## src/rtl/ahb_pkg.sv

```systemverilog
// ----------------------------------------------------------------------------
// ahb_pkg
// Shared encodings and helpers for the AHB round-robin arbiter.
//   - htrans_e    : AHB HTRANS encodings (IDLE, BUSY, NONSEQ, SEQ)
//   - hburst_e    : AHB HBURST encodings (SINGLE .. INCR16)
//   - arb_state_e : arbiter states (PARK, BUS, BURST, LOCKED)
//   - burst_beats : number of beats of a burst type (1 for SINGLE/INCR)
// ----------------------------------------------------------------------------
package ahb_pkg;

    typedef enum logic [1:0] {
        HTRANS_IDLE   = 2'd0,
        HTRANS_BUSY   = 2'd1,
        HTRANS_NONSEQ = 2'd2,
        HTRANS_SEQ    = 2'd3
    } htrans_e;

    typedef enum logic [2:0] {
        HBURST_SINGLE = 3'd0,
        HBURST_INCR   = 3'd1,
        HBURST_WRAP4  = 3'd2,
        HBURST_INCR4  = 3'd3,
        HBURST_WRAP8  = 3'd4,
        HBURST_INCR8  = 3'd5,
        HBURST_WRAP16 = 3'd6,
        HBURST_INCR16 = 3'd7
    } hburst_e;

    typedef enum logic [1:0] {
        ST_PARK   = 2'd0,
        ST_BUS    = 2'd1,
        ST_BURST  = 2'd2,
        ST_LOCKED = 2'd3
    } arb_state_e;

    // Beat counter holds beats-1 of the longest fixed burst (16 -> 15).
    localparam int BEAT_W = 4;

    // Beats of a burst; undefined-length INCR counts as 1 since it is never
    // protected by the beat counter.
    function automatic logic [4:0] burst_beats(input logic [2:0] hburst);
        logic [4:0] beats;
        case (hburst)
            HBURST_WRAP4,  HBURST_INCR4:  beats = 5'd4;
            HBURST_WRAP8,  HBURST_INCR8:  beats = 5'd8;
            HBURST_WRAP16, HBURST_INCR16: beats = 5'd16;
            default:                      beats = 5'd1;
        endcase
        return beats;
    endfunction

endpackage

```

## src/rtl/ahb_arbiter_rr_pick.sv

```systemverilog
// ----------------------------------------------------------------------------
// rr_pick
// Combinational round-robin picker. Searches req_i starting at (ptr_i+1)
// modulo NUM_MST, wrapping, and returns the first requester as a one-hot
// vector. ptr_i itself is searched last, so the current owner only wins
// when nobody else requests.
// Ports:
//   req_i   [NUM_MST] : request vector
//   ptr_i   [MW]      : index of the last owner
//   gnt_o   [NUM_MST] : one-hot winner (all zero when no request)
//   valid_o           : at least one request present
// ----------------------------------------------------------------------------
module rr_pick #(
    parameter  int NUM_MST = 4,
    localparam int MW      = $clog2(NUM_MST)
) (
    input  logic [NUM_MST-1:0] req_i,
    input  logic [MW-1:0]      ptr_i,
    output logic [NUM_MST-1:0] gnt_o,
    output logic               valid_o
);

    // Rotating priority search; the first hit blocks all later candidates.
    always_comb begin
        logic [MW-1:0] idx_s;
        logic          hit_s;
        gnt_o   = '0;
        valid_o = 1'b0;
        for (int i = 1; i <= NUM_MST; i++) begin
            idx_s        = MW'((int'(ptr_i) + i) % NUM_MST);
            hit_s        = !valid_o && req_i[idx_s];
            gnt_o[idx_s] = gnt_o[idx_s] | hit_s;
            valid_o      = valid_o | hit_s;
        end
    end

endmodule

```

## src/rtl/ahb_arbiter.sv

```systemverilog
// ----------------------------------------------------------------------------
// ahb_arbiter
// Round-robin AHB-Lite bus arbiter for NUM_MST masters. Fixed-length bursts
// and locked sequences are never split; the bus parks on DEF_MST when idle.
// Optional feature macro: AHB_ARB_TIMEOUT_EN (forces re-arbitration after
// TIMEOUT idle cycles of an owner that keeps requesting while others wait).
// Ports:
//   clk, rst (async, active high)
//   req_i  [NUM_MST] : bus requests          lock_i [NUM_MST] : lock requests
//   htrans_i [2]     : HTRANS of granted master
//   hburst_i [3]     : HBURST of granted master
//   hready_i         : bus HREADY
//   grant_o [NUM_MST]: registered one-hot grant
//   hmaster_o [MW]   : owner of the current address phase
//   hmastlock_o      : current address phase is locked
// ----------------------------------------------------------------------------
module ahb_arbiter
    import ahb_pkg::*;
#(
    parameter  int NUM_MST = 4,
    parameter  int DEF_MST = 0,
    parameter  int TIMEOUT = 16,
    localparam int MW      = $clog2(NUM_MST)
) (
    input  logic               clk,
    input  logic               rst,
    input  logic [NUM_MST-1:0] req_i,
    input  logic [NUM_MST-1:0] lock_i,
    input  logic [1:0]         htrans_i,
    input  logic [2:0]         hburst_i,
    input  logic               hready_i,
    output logic [NUM_MST-1:0] grant_o,
    output logic [MW-1:0]      hmaster_o,
    output logic               hmastlock_o
);

    localparam logic [NUM_MST-1:0] DEF_OH  = NUM_MST'(1) << DEF_MST;
    localparam logic [MW-1:0]      DEF_IDX = MW'(DEF_MST);

    function automatic logic [MW-1:0] onehot_to_idx(input logic [NUM_MST-1:0] oh);
        logic [MW-1:0] idx;
        idx = '0;
        for (int i = 0; i < NUM_MST; i++) begin
            idx = idx | (oh[i] ? MW'(i) : MW'(0));
        end
        return idx;
    endfunction

    arb_state_e          state_q, state_d, fsm_state_s;
    logic [NUM_MST-1:0]  grant_q, grant_d;
    logic [MW-1:0]       ptr_q, ptr_d;
    logic [BEAT_W-1:0]   beat_cnt_q, beat_cnt_d, fsm_beat_s, trk_cnt_s;
    logic [MW-1:0]       hmaster_q;
    logic                hmastlock_q;

    logic [NUM_MST-1:0]  pick_gnt_s;
    logic                pick_valid_s;
    logic                rearb_s;
    logic                timeout_hit_s;
    logic [MW-1:0]       grant_idx_s;
    logic                own_req_s;
    logic                own_lock_s;
    logic [4:0]          beats_s;
    logic                fixed_burst_s;
    logic [BEAT_W-1:0]   beat_load_s;

    // ptr_q is the last real owner; outside PARK it is the current owner.
    assign own_req_s     = req_i[ptr_q];
    assign own_lock_s    = lock_i[ptr_q];
    assign grant_idx_s   = onehot_to_idx(grant_q);
    assign beats_s       = burst_beats(hburst_i);
    assign fixed_burst_s = (beats_s != 5'd1);
    assign beat_load_s   = BEAT_W'(beats_s - 5'd1);

    rr_pick #(
        .NUM_MST (NUM_MST)
    ) u_rr_pick (
        .req_i   (req_i),
        .ptr_i   (ptr_q),
        .gnt_o   (pick_gnt_s),
        .valid_o (pick_valid_s)
    );

    // Beat counter value after an accepted transfer; this tracking runs in
    // every owned state so a burst started under lock is still protected.
    always_comb begin
        trk_cnt_s = beat_cnt_q;
        case (htrans_i)
            HTRANS_SEQ:    trk_cnt_s = (beat_cnt_q != 4'd0) ? (beat_cnt_q - 4'd1) : 4'd0;
            HTRANS_BUSY:   trk_cnt_s = beat_cnt_q;
            HTRANS_NONSEQ: trk_cnt_s = fixed_burst_s ? beat_load_s : 4'd0;
            HTRANS_IDLE:   trk_cnt_s = 4'd0;
            default:       trk_cnt_s = 4'd0;
        endcase
    end

`ifdef AHB_ARB_TIMEOUT_EN
    localparam int TO_W = $clog2(TIMEOUT + 1);

    logic [TO_W-1:0] to_cnt_q, to_cnt_d;
    logic            to_qual_s;

    // Owner idles on the bus while holding it and someone else is waiting.
    assign to_qual_s     = (state_q == ST_BUS) && (htrans_i == HTRANS_IDLE)
                           && own_req_s && (|(req_i & ~grant_q));
    assign timeout_hit_s = hready_i && to_qual_s && (to_cnt_q == TO_W'(TIMEOUT - 1));

    // Idle-owner counter: counts qualifying accepted cycles, clears otherwise.
    always_comb begin
        if (!hready_i) begin
            to_cnt_d = to_cnt_q;
        end else if (!to_qual_s || timeout_hit_s) begin
            to_cnt_d = '0;
        end else begin
            to_cnt_d = to_cnt_q + TO_W'(1);
        end
    end

    // Idle-owner counter register.
    always_ff @(posedge clk or posedge rst) begin
        if (rst) begin
            to_cnt_q <= '0;
        end else begin
            to_cnt_q <= to_cnt_d;
        end
    end
`else
    logic unused_timeout_s;

    assign timeout_hit_s    = 1'b0;
    assign unused_timeout_s = (TIMEOUT > 0);
`endif

    // FSM next state: decides whether this accepted cycle may re-arbitrate.
    always_comb begin
        fsm_state_s = state_q;
        fsm_beat_s  = beat_cnt_q;
        rearb_s     = 1'b0;
        if (hready_i) begin
            case (state_q)
                ST_PARK: begin
                    rearb_s = pick_valid_s;
                end
                ST_BUS, ST_BURST, ST_LOCKED: begin
                    fsm_beat_s = trk_cnt_s;
                    if (own_lock_s) begin
                        // Lock wins over a simultaneous burst start.
                        fsm_state_s = ST_LOCKED;
                    end else if (trk_cnt_s != 4'd0) begin
                        fsm_state_s = ST_BURST;
                    end else if ((state_q == ST_BURST) && (htrans_i == HTRANS_SEQ)) begin
                        // Last beat accepted: everyone may compete again.
                        rearb_s = 1'b1;
                    end else if (!own_req_s || timeout_hit_s) begin
                        rearb_s = 1'b1;
                    end else begin
                        fsm_state_s = ST_BUS;
                    end
                end
                default: begin
                    fsm_state_s = ST_PARK;
                    fsm_beat_s  = 4'd0;
                end
            endcase
        end else begin
            fsm_state_s = state_q;
        end
    end

    // Grant/pointer resolution: apply the picker result on re-arbitration.
    always_comb begin
        state_d    = fsm_state_s;
        beat_cnt_d = fsm_beat_s;
        grant_d    = grant_q;
        ptr_d      = ptr_q;
        if (rearb_s && pick_valid_s) begin
            state_d = ST_BUS;
            grant_d = pick_gnt_s;
            ptr_d   = onehot_to_idx(pick_gnt_s);
        end else if (rearb_s || (fsm_state_s == ST_PARK)) begin
            state_d = ST_PARK;
            grant_d = DEF_OH;
        end else begin
            grant_d = grant_q;
        end
    end

    // Arbiter state registers.
    always_ff @(posedge clk or posedge rst) begin
        if (rst) begin
            state_q    <= ST_PARK;
            grant_q    <= DEF_OH;
            ptr_q      <= DEF_IDX;
            beat_cnt_q <= 4'd0;
        end else begin
            state_q    <= state_d;
            grant_q    <= grant_d;
            ptr_q      <= ptr_d;
            beat_cnt_q <= beat_cnt_d;
        end
    end

    // Address-phase owner: follows the grant one accepted cycle later.
    always_ff @(posedge clk or posedge rst) begin
        if (rst) begin
            hmaster_q   <= DEF_IDX;
            hmastlock_q <= 1'b0;
        end else if (hready_i) begin
            hmaster_q   <= grant_idx_s;
            hmastlock_q <= lock_i[grant_idx_s];
        end else begin
            hmaster_q   <= hmaster_q;
            hmastlock_q <= hmastlock_q;
        end
    end

    assign grant_o     = grant_q;
    assign hmaster_o   = hmaster_q;
    assign hmastlock_o = hmastlock_q;

endmodule

```

## config.mk

```make
export PLATFORM = sky130hd
export DESIGN_NAME = ahb_arbiter
export DESIGN_NICKNAME = d
export VERILOG_FILES = /design/src/rtl/ahb_pkg.sv /design/src/rtl/ahb_arbiter_rr_pick.sv /design/src/rtl/ahb_arbiter.sv
export SDC_FILE = /design/constraint.sdc
export NUM_CORES = 1
export LEC_CHECK = 0
export BUFFER_PORTS_ARGS = -buffer_cell sky130_fd_sc_hd__buf_2
export CORE_ASPECT_RATIO = 1.2
export CORE_MARGIN = 2
export CORE_UTILIZATION = 30
export CTS_BUF_LIST = sky130_fd_sc_hd__clkbuf_16
export DETAILED_ROUTE_END_ITERATION = 7
export GPL_TIMING_DRIVEN = 0
export SYNTH_ARGS = -nofsm -noshare
export SYNTH_HDL_FRONTEND = slang
export SYNTH_SLANG_ARGS = --single-unit
```

## constraint.sdc

```tcl
create_clock -name clk -period 3.8 [get_ports clk]
set_input_delay 0.57 -clock clk [delete_from_list [all_inputs] [get_ports clk]]
set_output_delay 0.57 -clock clk [all_outputs]
set_load 0.005 [all_outputs]
```

# Word-level counts from Yosys, hierarchy flattened
# Index checks and enable logic that the tools add are counted.
[totals]
inputBits = 16
reg_bits = 15
output_inout_bits = 7
[op_classes]
order_cmp = 10
n_mux = 59
addsub = 6
n_bitwise = 12
n_eq_ne = 13
reduce_logical = 24
[op_table]
columns = ["cell", "n"]
rows = [
  ["$mux W2", 12],
  ["$bmux W1 S2", 11],
  ["$mux W1", 22],
  ["$lt A2 B3 Y1 const B", 6],
  ["$mux W4", 4],
  ["$pmux W4 S4", 1],
  ["$pmux W5 S3", 1],
  ["$bwmux W4", 3],
  ["$eq A3 B3 Y1 const B", 4],
  ["$logic_and A1 B1 Y1", 9],
  ["$demux W1 S2", 4],
  ["$eq A2 B2 Y1 const B", 4],
  ["$ge A2 B1 Y1 const B", 4],
  ["$reduce_bool A4 Y1", 2],
  ["$sub A4 B1 Y4 const B", 2],
  ["$or A1 B1 Y1", 7],
  ["$eq A3 B2 Y1 const B", 2],
  ["$logic_not A2 Y1", 3],
  ["$reduce_or A2 Y1", 3],
  ["$ne A5 B1 Y1 const B", 1],
  ["$add A2 B1 Y2 const B", 2],
  ["$add A2 B2 Y2 const B", 2],
  ["$and A4 B4 Y4", 1],
  ["$eq A2 B1 Y1 const B", 2],
  ["other kinds (8)", 12],
]

# Depth between registers and ports, before layout
[depth]
depth_word = 21
depth_mapped = 12
ltp_nobuf = 9

# Hierarchy
# Synthesis repeated with hierarchy kept, for this count alone.
[unflattened]
cells_unflattened = 176
hier_area_um2 = 1541.5
[modules_own_cells]
columns = ["module", "area_per_inst_um2", "cells_each", "seq_area_each_um2", "instances"]
rows = [
  ["ahb_arbiter", 914.6, 91, 376.6, 1],
  ["rr_pick", 626.9, 85, 0.0, 1],
]

# Worst setup path after synthesis
# No wires, ideal clock.
[synth_timing]
path_kind = "reg-to-reg"
start = "register ptr_q[0]"
end = "register ptr_q[0]"
path_slack_ps = 977
synth_period_minus_slack_ps = 2823
path_stages_with_launch = 13
arrival_time_ps = 2685
setup_ps = 138
cell_sequence = "dfrtp_1 -> buf_6 -> buf_2 -> inv_1 -> ha_1 -> mux4_2 -> buf_6 -> a2111oi_0 -> a311oi_1 -> a32oi_1 -> a221oi_2 -> o21ai_2 -> o2111ai_1"
[synth_via]
elab_chain_cells = 21
word_cells_on_any_way = 72
classes_between = "add/sub (4); order compare (8); mux (39); bitwise (10); reduce/logical (11)"
[synth_rtl]
columns = ["item", "line_no", "rtl"]
rows = [
  ["start, declared", "ahb_arbiter.sv:51", "logic [MW-1:0] ptr_q, ptr_d;"],
  ["start signal, assigned", "ahb_arbiter.sv:198", "ptr_q <= ptr_d;"],
  ["$add A2 B1 Y2", "ahb_arbiter_rr_pick.sv:30", "idx_s = MW'((int'(ptr_i) + i) % NUM_MST);"],
  ["$lt A2 B3 Y1 (implied by the code) / $ge A2 B1 Y1 (equally long branches)", "ahb_arbiter_rr_pick.sv:32", "gnt_o[idx_s] = gnt_o[idx_s] | hit_s;"],
  ["$logic_and A1 B1 Y1 (implied by the code)", "ahb_arbiter_rr_pick.sv:32", ""],
  ["$mux W1 (implied by the code)", "ahb_arbiter_rr_pick.sv:32", ""],
  ["$demux W1 S2", "n/a", ""],
  ["$and A4 B4 Y4 (no line)", "n/a", ""],
  ["$bmux W1 S2", "ahb_arbiter_rr_pick.sv:32", ""],
  ["$mux W1 (implied by the code)", "ahb_arbiter_rr_pick.sv:32", ""],
  ["[... 5 more ...]", "n/a", ""],
  ["$bwmux W4", "ahb_arbiter_rr_pick.sv:32", ""],
  ["$bmux W1 S2", "ahb_arbiter_rr_pick.sv:32", ""],
  ["$mux W1 (implied by the code)", "ahb_arbiter_rr_pick.sv:32", ""],
  ["$or A1 B1 Y1", "ahb_arbiter_rr_pick.sv:32", ""],
  ["$bwmux W4", "ahb_arbiter_rr_pick.sv:32", ""],
  ["$mux W1", "ahb_arbiter.sv:44", "idx = idx | (oh[i] ? MW'(i) : MW'(0));"],
  ["$or A1 B2 Y2", "ahb_arbiter.sv:44", ""],
  ["$or A2 B2 Y2", "ahb_arbiter.sv:44", ""],
]
# Several ways; a longest one is shown, not always the timed one. The select of a mux whose other input is x is not followed.
# A chain may end at the register's enable or synchronous reset.

# Worst setup path in the final report
[layout_timing]
start = "register ptr_q[1]"
end = "register ptr_q[0]"
# Same word-level chain as after synthesis.

==> results.md <==
- Status: complete, no violations
- Pwr Density: 932 mW/mm²
- Sequential Power Share: 18.6%
- Clock Latency Late Sink: about 240 ps
- Crit path kind: flop to flop
- CTS tree: done
- Max-Slew Margin vs Limit: between 40 and 50%
- Ant diodes: 0
- Largest net degree at the start of global routing: 16
- Net Count, Synth: 179
- Global Route Usage Sum: 13.7%
- Initial antenna violation count: 0
- Cts bufs inserted: 3
- Global-route wire length before repair: 5.90 mm
- Die width: 67.5 µm
- Core Area: ~0.0046 mm²
- # resized after CTS: 0
- Pleak: 0.673 nW
- DRC Markers: 0
- Number of enable flip-flop cells after synthesis: 0
- Post-route ant nets: 0
- RR Startpoint: ptr_q[1]
- Syn Inst Count: 159
- Layout cell share with drive strength beyond 1: 23.6%
- Vias per inst: between 5 and 6
- Leading area contributor after synthesis: dfrtp_1
- Vias after detailed routing: 1375
- CTS H-Tree Depth: 1
- FF+latch count, synth: 15
- Final Hold Fails: 0
- CP endpoint kind: flop
- Power share of the clock group: 12.7%
- Initial Utilization: about 31%
- Hold WC Path Type: primary input to async pin
- Initial DRC count: 73
- Max FO, Critical Path: 9
- IO Pins: 23
- Maximum VDD drop: 309 µV
- CTS max path bufs: 2
- # setup viols final: 0
- Top FF cell, synth: dfrtp_1
- Worst r2r dst: ptr_q[0]
- Total power: 1.58 mW
- Dpl hpwl: 2.62 mm
- Syn Area/Cell: 9.12 µm²
- Die Y: between 80 and 90 µm
- Hold Slack: 366 ps
- Worst path required time: 3910 ps
- WP data arrival: 3410 ps
- Final max-slew violation count: 0
- Clk sinks: 15
- Switch share: 47.4%
- Number of global-route vias before repair: 1340
- PortBufs: 19
- RD Place Congestion: 0.908
- Crit path buf inv count: 3
- Top cells by area, synth: dfrtp_1 (24%), mux4_1 (7.2%), o21ai_0 (4.1%), ha_1 (3.5%), inv_1 (3.4%)
- # nets final: 203
- Max incr delay on CP: 410 ps
- Row cnt: 27
- Critical Path Start Type: flop
- Root Driver: clkbuf_16
- Setup crit start: ptr_q[1]
- P&R area growth vs syn: 17.1%
- Crit share post-route: 86.9%
- Setup_tns: 0 ps
- CP Cell Sequence: clkbuf_1 > inv_1 > ha_1 > mux4_2 > buf_6 > mux2i_4 > o21ai_0 > a32oi_1 > a221oi_2 > o21ai_2 > o2111ai_1
- Synth warnings: 0
- Fin crit period: 3300 ps
- DR pass1 iterations: 4
- Reg2reg setup slack: 500 ps
- Synth unique cells: 55
- Tightest Pin Transition: just under 800 ps
- Post-Syn Area: 0.00145 mm²
- Post-synth ARST share: 100%
- CP delay by family, top: compound AO/OA/AOI/OAI gates
- Worst r2r path cells: 11
- Synth top area share: 24.2%
- Register area share after synthesis: 26.0%
- Clock transition at the registers of the reported paths: 50 ps
- Combinational Power Share: 68.7%
- Die Area: roughly 0.0054 mm²
- GRT Residual Overflow: 0
- Fmax: 303 MHz
- RSZ-0062 raised after global routing: false
- P_sw: 0.749 mW
- Post-CTS Hold Buffers: 0
- Final wirelength: 3.38 mm
- Maxcap violations: 0
- P_int: 0.832 mW
- Slowest cell on crit path: ha_1
- Post-CTS setup buffers: 0
- Clock skew: 5.56 ps
- DR WL/cell: 14.1 µm
[per-stage QoR]
step	util [%]	cell area (µm²)	setup slack, ps	cells
CTS	36.7	1700	520	240
global placement	35.0	1620	500	236
floorplan	-	1450	977	159
finish	36.7	1700	498	240
global route	36.7	1700	192	240
detailed placement	35.0	1620	525	236
[layout make-up]
type | count | area, µm²
Timing Repair Buffer | 19 | 95.1
Sequential cell | 15 | 377
Clock inverter | 1 | 5.00
Inverter | 13 | 48.8
Buffer | 12 | 62.6
Multi-Input combinational cell | 119 | 962
Fill cell | 469 | 2930
Tap cell | 58 | 72.6
Clock buffer | 3 | 75.1
[synthesized netlist by cell type (3+ instances only)]
| cell | count |
|---|---|
| nor2b_1 | 3 |
| o21ai_0 | 12 |
| nor3_1 | 3 |
| clkbuf_1 | 7 |
| a311oi_1 | 4 |
| dfrtp_1 | 14 |
| ha_1 | 4 |
| inv_1 | 13 |
| o211ai_1 | 3 |
| mux4_1 | 4 |
| a31oi_1 | 4 |
| nand2_1 | 5 |
| nand2b_1 | 5 |
| a21oi_1 | 8 |
| nor2_1 | 13 |
| nand3_1 | 6 |
[placed cells by master, fill, tap and decap left out, types with 2 or more instances in the layout]
master	n
a211oi_1	2
a21oi_1	8
a221oi_2	2
a311oi_1	4
a31oi_1	4
a32oi_1	2
and4b_1	2
buf_2	21
buf_6	2
clkbuf_1	7
clkbuf_16	3
dfrtp_1	14
ha_1	4
inv_1	13
mux2_2	2
mux4_1	4
mux4_2	2
nand2_1	5
nand2b_1	5
nand3_1	6
nand3b_1	2
nor2_1	13
nor2b_1	3
nor3_1	3
nor4b_1	2
o2111ai_1	2
o211ai_1	3
o21ai_0	12
o221ai_1	2
[power groups by stage]
stage	Sequential, mW	Clock, mW	Combinational, mW
final	0.295	0.200	1.09
after global routing	0.307	0.211	1.21
after CTS	0.294	0.203	1.08
after floorplan	0.285	0	0.864
after global placement	0.295	0	1.08
after detailed placement	0.296	0	1.08
[worst reg2reg max path, stage by stage, from the launching register on]
cell and delay [ps]:
dfrtp_1 360, clkbuf_1 390, inv_1 180, ha_1 410, mux4_2 330, buf_6 160
mux2i_4 300, o21ai_0 210, a32oi_1 360, a221oi_2 130, o21ai_2 200, o2111ai_1 140
[logic make-up (layout without fill, tap and decap cells)]
logic type	count (synthesis)	count (layout)	synth area share, %
compound gates	55	55	29.1
fa+ha+maj	4	4	3.45
buf+inv	25	48	7.68
flops	15	15	26.0
mux	11	11	15.1
simple gates	49	49	18.7
[per-layer routing]
metal / up-vias / part of all wire [%] / track usage [%] / wire, µm
met5: - / 0 / 0 / 0
met4: 0 / 0.24 / 1.84 / 8
met3: 2 / 5.5 / 2.94 / 187
met1: 657 / 45 / 18.5 / 1540
met2: 50 / 49 / 22.6 / 1650
li1: 666 / - / - / -
[worst max-delay path by stage]
| stage | end | depth (start not counted) |
|---|---|---|
| finish | ptr_q[0] | 11 |
| global route | ptr_q[1] | 11 |
| CTS | ptr_q[0] | 11 |
| detailed placement | ptr_q[0] | 11 |
| global placement | ptr_q[1] | 11 |
| floorplan | ptr_q[0] | 12 |
[sequential cells by signal, indices dropped and copies added (netlist names)]
register	flops
beat_cnt_q	4
hmaster_o	2
state_q	2
ptr_q	2
grant_o	4
hmastlock_o	1
Power figures use the tool's default switching activity.
